--- config.mk ---
export PLATFORM = sky130hd
export DESIGN_NAME = sram_bank_req_arb
export DESIGN_NICKNAME = d
export VERILOG_FILES = /design/src/rtl/sram_bank_req_arb.sv
export SDC_FILE = /design/constraint.sdc
export NUM_CORES = 1
export LEC_CHECK = 0
export BUFFER_PORTS_ARGS = -buffer_cell sky130_fd_sc_hd__clkbuf_2
export CAP_MARGIN = 5
export CELL_PAD_IN_SITES_DETAIL_PLACEMENT = 1
export CELL_PAD_IN_SITES_GLOBAL_PLACEMENT = 1
export CORE_AREA = 8 8 303 305
export DETAILED_ROUTE_END_ITERATION = 12
export DIE_AREA = 0 0 311 313
export PLACE_DENSITY = 0.51
export SLEW_MARGIN = 10
export SYNTH_ARGS = -nofsm -noshare
export SYNTH_HDL_FRONTEND = slang
export SYNTH_SLANG_ARGS = --single-unit
--- constraint.sdc ---
create_clock -name clk -period 6.2 [get_ports clk]
set_input_delay 1.86 -clock clk [delete_from_list [all_inputs] [get_ports clk]]
set_output_delay 1.86 -clock clk [all_outputs]
set_load 0.02 [all_outputs]
--- src/rtl/sram_bank_req_arb.sv ---
// Round-robin request front end for one SRAM bank: grants one channel per cycle,
// registers the bank command and steers fixed-latency read data back to the requester.
module sram_bank_req_arb #(
  parameter int CHANNEL    = 8,
  parameter int SEL_WIDTH  = $clog2(CHANNEL),
  parameter int DATA_WIDTH = 32,
  parameter int ADDR_WIDTH = 11,
  parameter int RD_LATENCY = 1
) (
  input  logic                  clk,
  input  logic                  rst,
  input  logic                  arb_en,
  input  logic [CHANNEL-1:0]    req_vld,
  output logic [CHANNEL-1:0]    req_rdy,
  input  logic [CHANNEL-1:0]    req_wr,
  input  logic [ADDR_WIDTH-1:0] req_addr [CHANNEL],
  input  logic [DATA_WIDTH-1:0] req_wdata [CHANNEL],
  output logic [SEL_WIDTH-1:0]  sel,
  output logic [CHANNEL-1:0]    wr_cmd_vld,
  output logic [CHANNEL-1:0]    rd_cmd_vld,
  output logic [ADDR_WIDTH-1:0] addr_out [CHANNEL],
  output logic [DATA_WIDTH-1:0] wr_data_out [CHANNEL],
  input  logic [DATA_WIDTH-1:0] bank_rd_data,
  output logic [CHANNEL-1:0]    rsp_vld,
  output logic [DATA_WIDTH-1:0] rsp_data
);

  logic [SEL_WIDTH-1:0]  ptr;
  logic [SEL_WIDTH-1:0]  ptr_nxt;
  logic [CHANNEL-1:0]    cand;
  logic [CHANNEL-1:0]    grant_oh;
  logic                  grant_any;
  logic [SEL_WIDTH-1:0]  grant_id;
  logic [ADDR_WIDTH-1:0] addr_q;
  logic [DATA_WIDTH-1:0] wdata_q;
  logic [RD_LATENCY-1:0] tag_vld;
  logic [SEL_WIDTH-1:0]  tag_id [RD_LATENCY];

  // Reset also masks candidates so nothing is accepted while the block is held in reset.
  assign cand = req_vld & {CHANNEL{arb_en & ~rst}};

  always_comb begin
    int                   pos;
    logic [SEL_WIDTH-1:0] idx;
    grant_any = 1'b0;
    grant_id  = '0;
    pos       = 0;
    idx       = '0;
    for (int i = 0; i < CHANNEL; i++) begin
      pos = int'(ptr) + i;
      if (pos >= CHANNEL) pos = pos - CHANNEL;
      idx = SEL_WIDTH'(pos);
      if (!grant_any && cand[idx]) begin
        grant_any = 1'b1;
        grant_id  = idx;
      end
    end
  end

  assign grant_oh = grant_any ? (CHANNEL'(1) << grant_id) : '0;
  assign req_rdy  = grant_oh;
  assign ptr_nxt  = (grant_id == SEL_WIDTH'(CHANNEL - 1)) ? '0 : grant_id + SEL_WIDTH'(1);

  always_ff @(posedge clk) begin
    if (rst) begin
      ptr <= '0;
    end else if (grant_any) begin
      ptr <= ptr_nxt;
    end
  end

  always_ff @(posedge clk) begin
    if (rst) begin
      sel        <= '0;
      wr_cmd_vld <= '0;
      rd_cmd_vld <= '0;
      addr_q     <= '0;
      wdata_q    <= '0;
    end else if (grant_any) begin
      sel        <= grant_id;
      addr_q     <= req_addr[grant_id];
      wdata_q    <= req_wdata[grant_id];
      wr_cmd_vld <= req_wr[grant_id] ? grant_oh : '0;
      rd_cmd_vld <= req_wr[grant_id] ? '0 : grant_oh;
    end else begin
      wr_cmd_vld <= '0;
      rd_cmd_vld <= '0;
    end
  end

  // The bank sees a single shared address/data bus; every entry carries the same value.
  always_comb begin
    for (int i = 0; i < CHANNEL; i++) begin
      addr_out[i]    = addr_q;
      wr_data_out[i] = wdata_q;
    end
  end

  always_ff @(posedge clk) begin
    if (rst) begin
      tag_vld <= '0;
      for (int i = 0; i < RD_LATENCY; i++) tag_id[i] <= '0;
    end else begin
      tag_vld[0] <= |rd_cmd_vld;
      tag_id[0]  <= sel;
      for (int i = 1; i < RD_LATENCY; i++) begin
        tag_vld[i] <= tag_vld[i-1];
        tag_id[i]  <= tag_id[i-1];
      end
    end
  end

  always_ff @(posedge clk) begin
    if (rst) begin
      rsp_vld  <= '0;
      rsp_data <= '0;
    end else if (tag_vld[RD_LATENCY-1]) begin
      rsp_vld  <= CHANNEL'(1) << tag_id[RD_LATENCY-1];
      rsp_data <= bank_rd_data;
    end else begin
      rsp_vld <= '0;
    end
  end

endmodule

==> results.md <==
* Status: finished, final reports clean
* P&R area growth vs syn at 41.2%
* Initial Utilization at 0.117
* Residual DRC at 0
* Detailed Route WL at roughly 64000 um
* Std-Cell Rows at between 100 and 150
* Setup CP Type: primary input to output pin
* Critical Path RT at between 4000 and 5000 ps
* TritonCTS clock tree: built
* Worst EP arrival at ~4300 ps
* Post-synth top area share at 0.232
* Crit-path max FO at 4
* FF+latch count, synth at 109
* Pwr Total at around 9.2 mW
* Pin count of the biggest net entering global routing at 80
* Die Wd at slightly above 300 um
* Post-placement worst setup slack at -166 ps
* Clock transition at path regs at around 90 ps
* Hold-fix buffers, CTS at 0
* Core region area at 0.0873 sq mm
* Total negative setup slack at 0 ps
* Rel. slew slack at 0.261
* I/O Pins at 806
* TritonCTS Buffers at 9
* Yosys top cell by area: buf_4
* Layout cells sized above 1 at 0.568
* Die Ht at 313 um
* Number of nets with antenna violations after routing at 0
* H-tree levels at 3
* Port Buf Inserts at ~810
* Final hold violation count at 0
* Critical Path Start Type: primary input
* CTS root buf: clkbuf_16
* Grt total ovfl at 0
* Maximum VDD drop at approximately 0.00033 V
* PwrDens at 641 mW/mm^2
* Sequential cell area fraction in the yosys report at 0.214
* Async SR Flop Fraction at 0
* Final period utilization at 0.990
* Final cell count without fillers at slightly below 3000
* Final setup vio count at 0
* Die area at about 0.097 sq mm
* Post-synth EDFFs at 0
* First-pass DRT Iterations at 4
* Routed len/inst at 21.6 um
* Placed Cells incl. Taps at between 2000 and 3000
* Top_reg_cell synth: dfxtp_1
* CP Capture Type: output pin
* Dpl hpwl at about 53000 um
* Synthesized area at between 0.01 and 0.015 sq mm
* Number of global-route vias before repair at around 12000
* Initial DRC count at approximately 430
* Filler cell count at 10700
* YS warnings at 0
* Leak Pwr at about 7.3 nW
* Total number of vias at approximately 11000
* Global-route wire length before repair at 88700 um
* Min-delay worst type: flip-flop to flip-flop
* Max-cap viol count at 0
* Slew @ Worst Pin at between 1000 and 1500 ps
* Area contributors post-synth: buf_4 (23%), dfxtp_1 (21%), mux2i_1 (14%), nand2_1 (6.6%), nor2_1 (3.7%)
* Vias per std cell at 3.66
* Gp weighted congestion at around 0.8
* Initial antenna violation count at 19
* Synth Net Count at between 1500 and 2000
* Period minus WS final at 6140 ps
* Total track usage at 0.124
* Post-layout util at 0.165
* Final worst setup slack at slightly above 60 ps
* Sink Count at ~110
* Gate count after technology mapping at roughly 1300
* FMAX at between 150 and 200 MHz
* Unique masters post-synth at between 60 and 70
* Clk_lat worst skew at roughly 410 ps
* Syn_area_per_cell at between 8 and 9 sq um
* Final #Nets at about 2200
* Max Transition Viols Final at 0
* Maximum clock insertion buffer count at 2
* Setup Skew at 17.0 ps
## synthesized netlist by cell type (10+ instances only)
| cell | count |
|---|---|
| buf_4 | 315 |
| nand2_1 | 178 |
| mux2i_1 | 141 |
| dfxtp_1 | 109 |
| nor2_1 | 100 |
| and3_1 | 38 |
| a311o_1 | 37 |
| o22a_1 | 37 |
| clkbuf_1 | 36 |
| o22ai_2 | 30 |
| nor3_1 | 22 |
| buf_2 | 20 |
| o22ai_1 | 17 |
| or3_1 | 13 |
| inv_1 | 10 |
| nor4_1 | 10 |
## cell type report
| type | instances | area, sq um | share of cell area |
|---|---|---|---|
| Timing Repair Buffer | 897 | 4800 | 0.334 |
| Inverter | 13 | 53.8 | 0.00374 |
| Sequential cell | 109 | 2180 | 0.152 |
| Clock buffer | 10 | 229 | 0.0159 |
| Antenna cell | 8 | 20.0 | 0.00139 |
| Clock inverter | 6 | 61.3 | 0.00426 |
| Tap cell | 1165 | 1460 | 0.101 |
| Multi-Input combinational cell | 752 | 5580 | 0.388 |
## what timing repair did
action	in CTS	in global routing
pin swaps	4	14
buffers inserted	3	6
endpoints found under the setup margin	6	8
resized for setup	19	54
## power by group
part / internal, mW / switching, mW
combinational: 2.59 / 4.62
clock: 0.288 / 0.393
sequential: 0.918 / 0.429
total: 3.79 / 5.44
## logic make-up (layout without fill, tap and decap cells)
| group | count (synthesis) | count (layout) | share of synthesized area |
|---|---|---|---|
| compound gates | 173 | 173 | 0.153 |
| xor+xnor | 4 | 4 | 0.00344 |
| fa+ha+maj | 8 | 8 | 0.00982 |
| buf+inv | 395 | 926 | 0.269 |
| flops | 109 | 109 | 0.214 |
| mux | 158 | 158 | 0.167 |
| other cells | 0 | 8 | 0 |
| simple gates | 409 | 409 | 0.183 |
## per-stage QoR
step	area, sq um	hold slack, ps
after floorplan	10200	458
after global placement	13700	446
after detailed placement	13700	451
after CTS	14100	472
after global routing	14400	489
final	14400	459
## flip-flops by register name, indices dropped and copies added, names as in the netlist, 3 cells and up
| register | cells |
|---|---|
| tag_id | 3 |
| sel | 3 |
| wr_cmd_vld | 8 |
| addr_q | 11 |
| ptr | 3 |
| wdata_q | 32 |
| rd_cmd_vld | 8 |
| rsp_data | 32 |
| rsp_vld | 8 |
## layout by cell type (no fill, tap or decap), types with 4 or more instances in the layout
master,synthesis,routed
a21oi_1,7,5
a22o_1,6,6
a311o_1,37,37
and3_1,38,38
buf_4,315,90
buf_6,6,4
clkbuf_16,0,9
clkbuf_2,0,793
dfxtp_1,109,108
diode_2,0,8
inv_1,10,9
mux2_2,7,7
mux2i_1,141,136
mux2i_2,1,4
mux4_2,9,9
nand2_1,178,175
nand2b_1,8,7
nand3_1,9,7
nor2_1,100,94
nor2_2,1,5
nor2b_1,4,4
nor3_1,22,20
nor4_1,10,9
o21ai_0,9,8
o22a_1,37,37
o22ai_1,17,15
o22ai_2,30,32
o2bb2ai_1,6,6
or3_1,13,12
## critical path, stage by stage
cell and delay (ps):
clkbuf_2 130, mux2i_2 230, nor2_2 80, mux4_2 470, buf_4 170, a221o_1 300, a21o_1 180, o21ai_4 100
inv_4 70, ha_4 170, ha_1 190, and2_4 150, clkbuf_4 170
## per-layer routing
metal / routed length [um] / global-route usage / part of all wire / vias to the layer above
li1: - / - / - / 5149
met1: 25500 / 0.139 / 0.40 / 5100
met2: 31200 / 0.212 / 0.49 / 523
met3: 5220 / 0.0464 / 0.082 / 62
met4: 2150 / 0.0494 / 0.034 / 6
met5: 35 / 0 / 0.00055 / -
## worst paths after layout
kind | from | endpoint | slack [ps] | depth (start not counted)
max | req_vld[7] | req_rdy[3] | 60 | 13
max reg2reg | ptr[1]$_SDFFE_PP0P_ | wdata_q[16]$_SDFFE_PP0P_ | 1260 | 14
min reg2reg | sel[1]$_SDFFE_PP0P_ | tag_id[0][1]$_SDFF_PP0_ | 460 | 2
min | sel[1]$_SDFFE_PP0P_ | tag_id[0][1]$_SDFF_PP0_ | 460 | 2
Power figures use the tool's default switching activity.
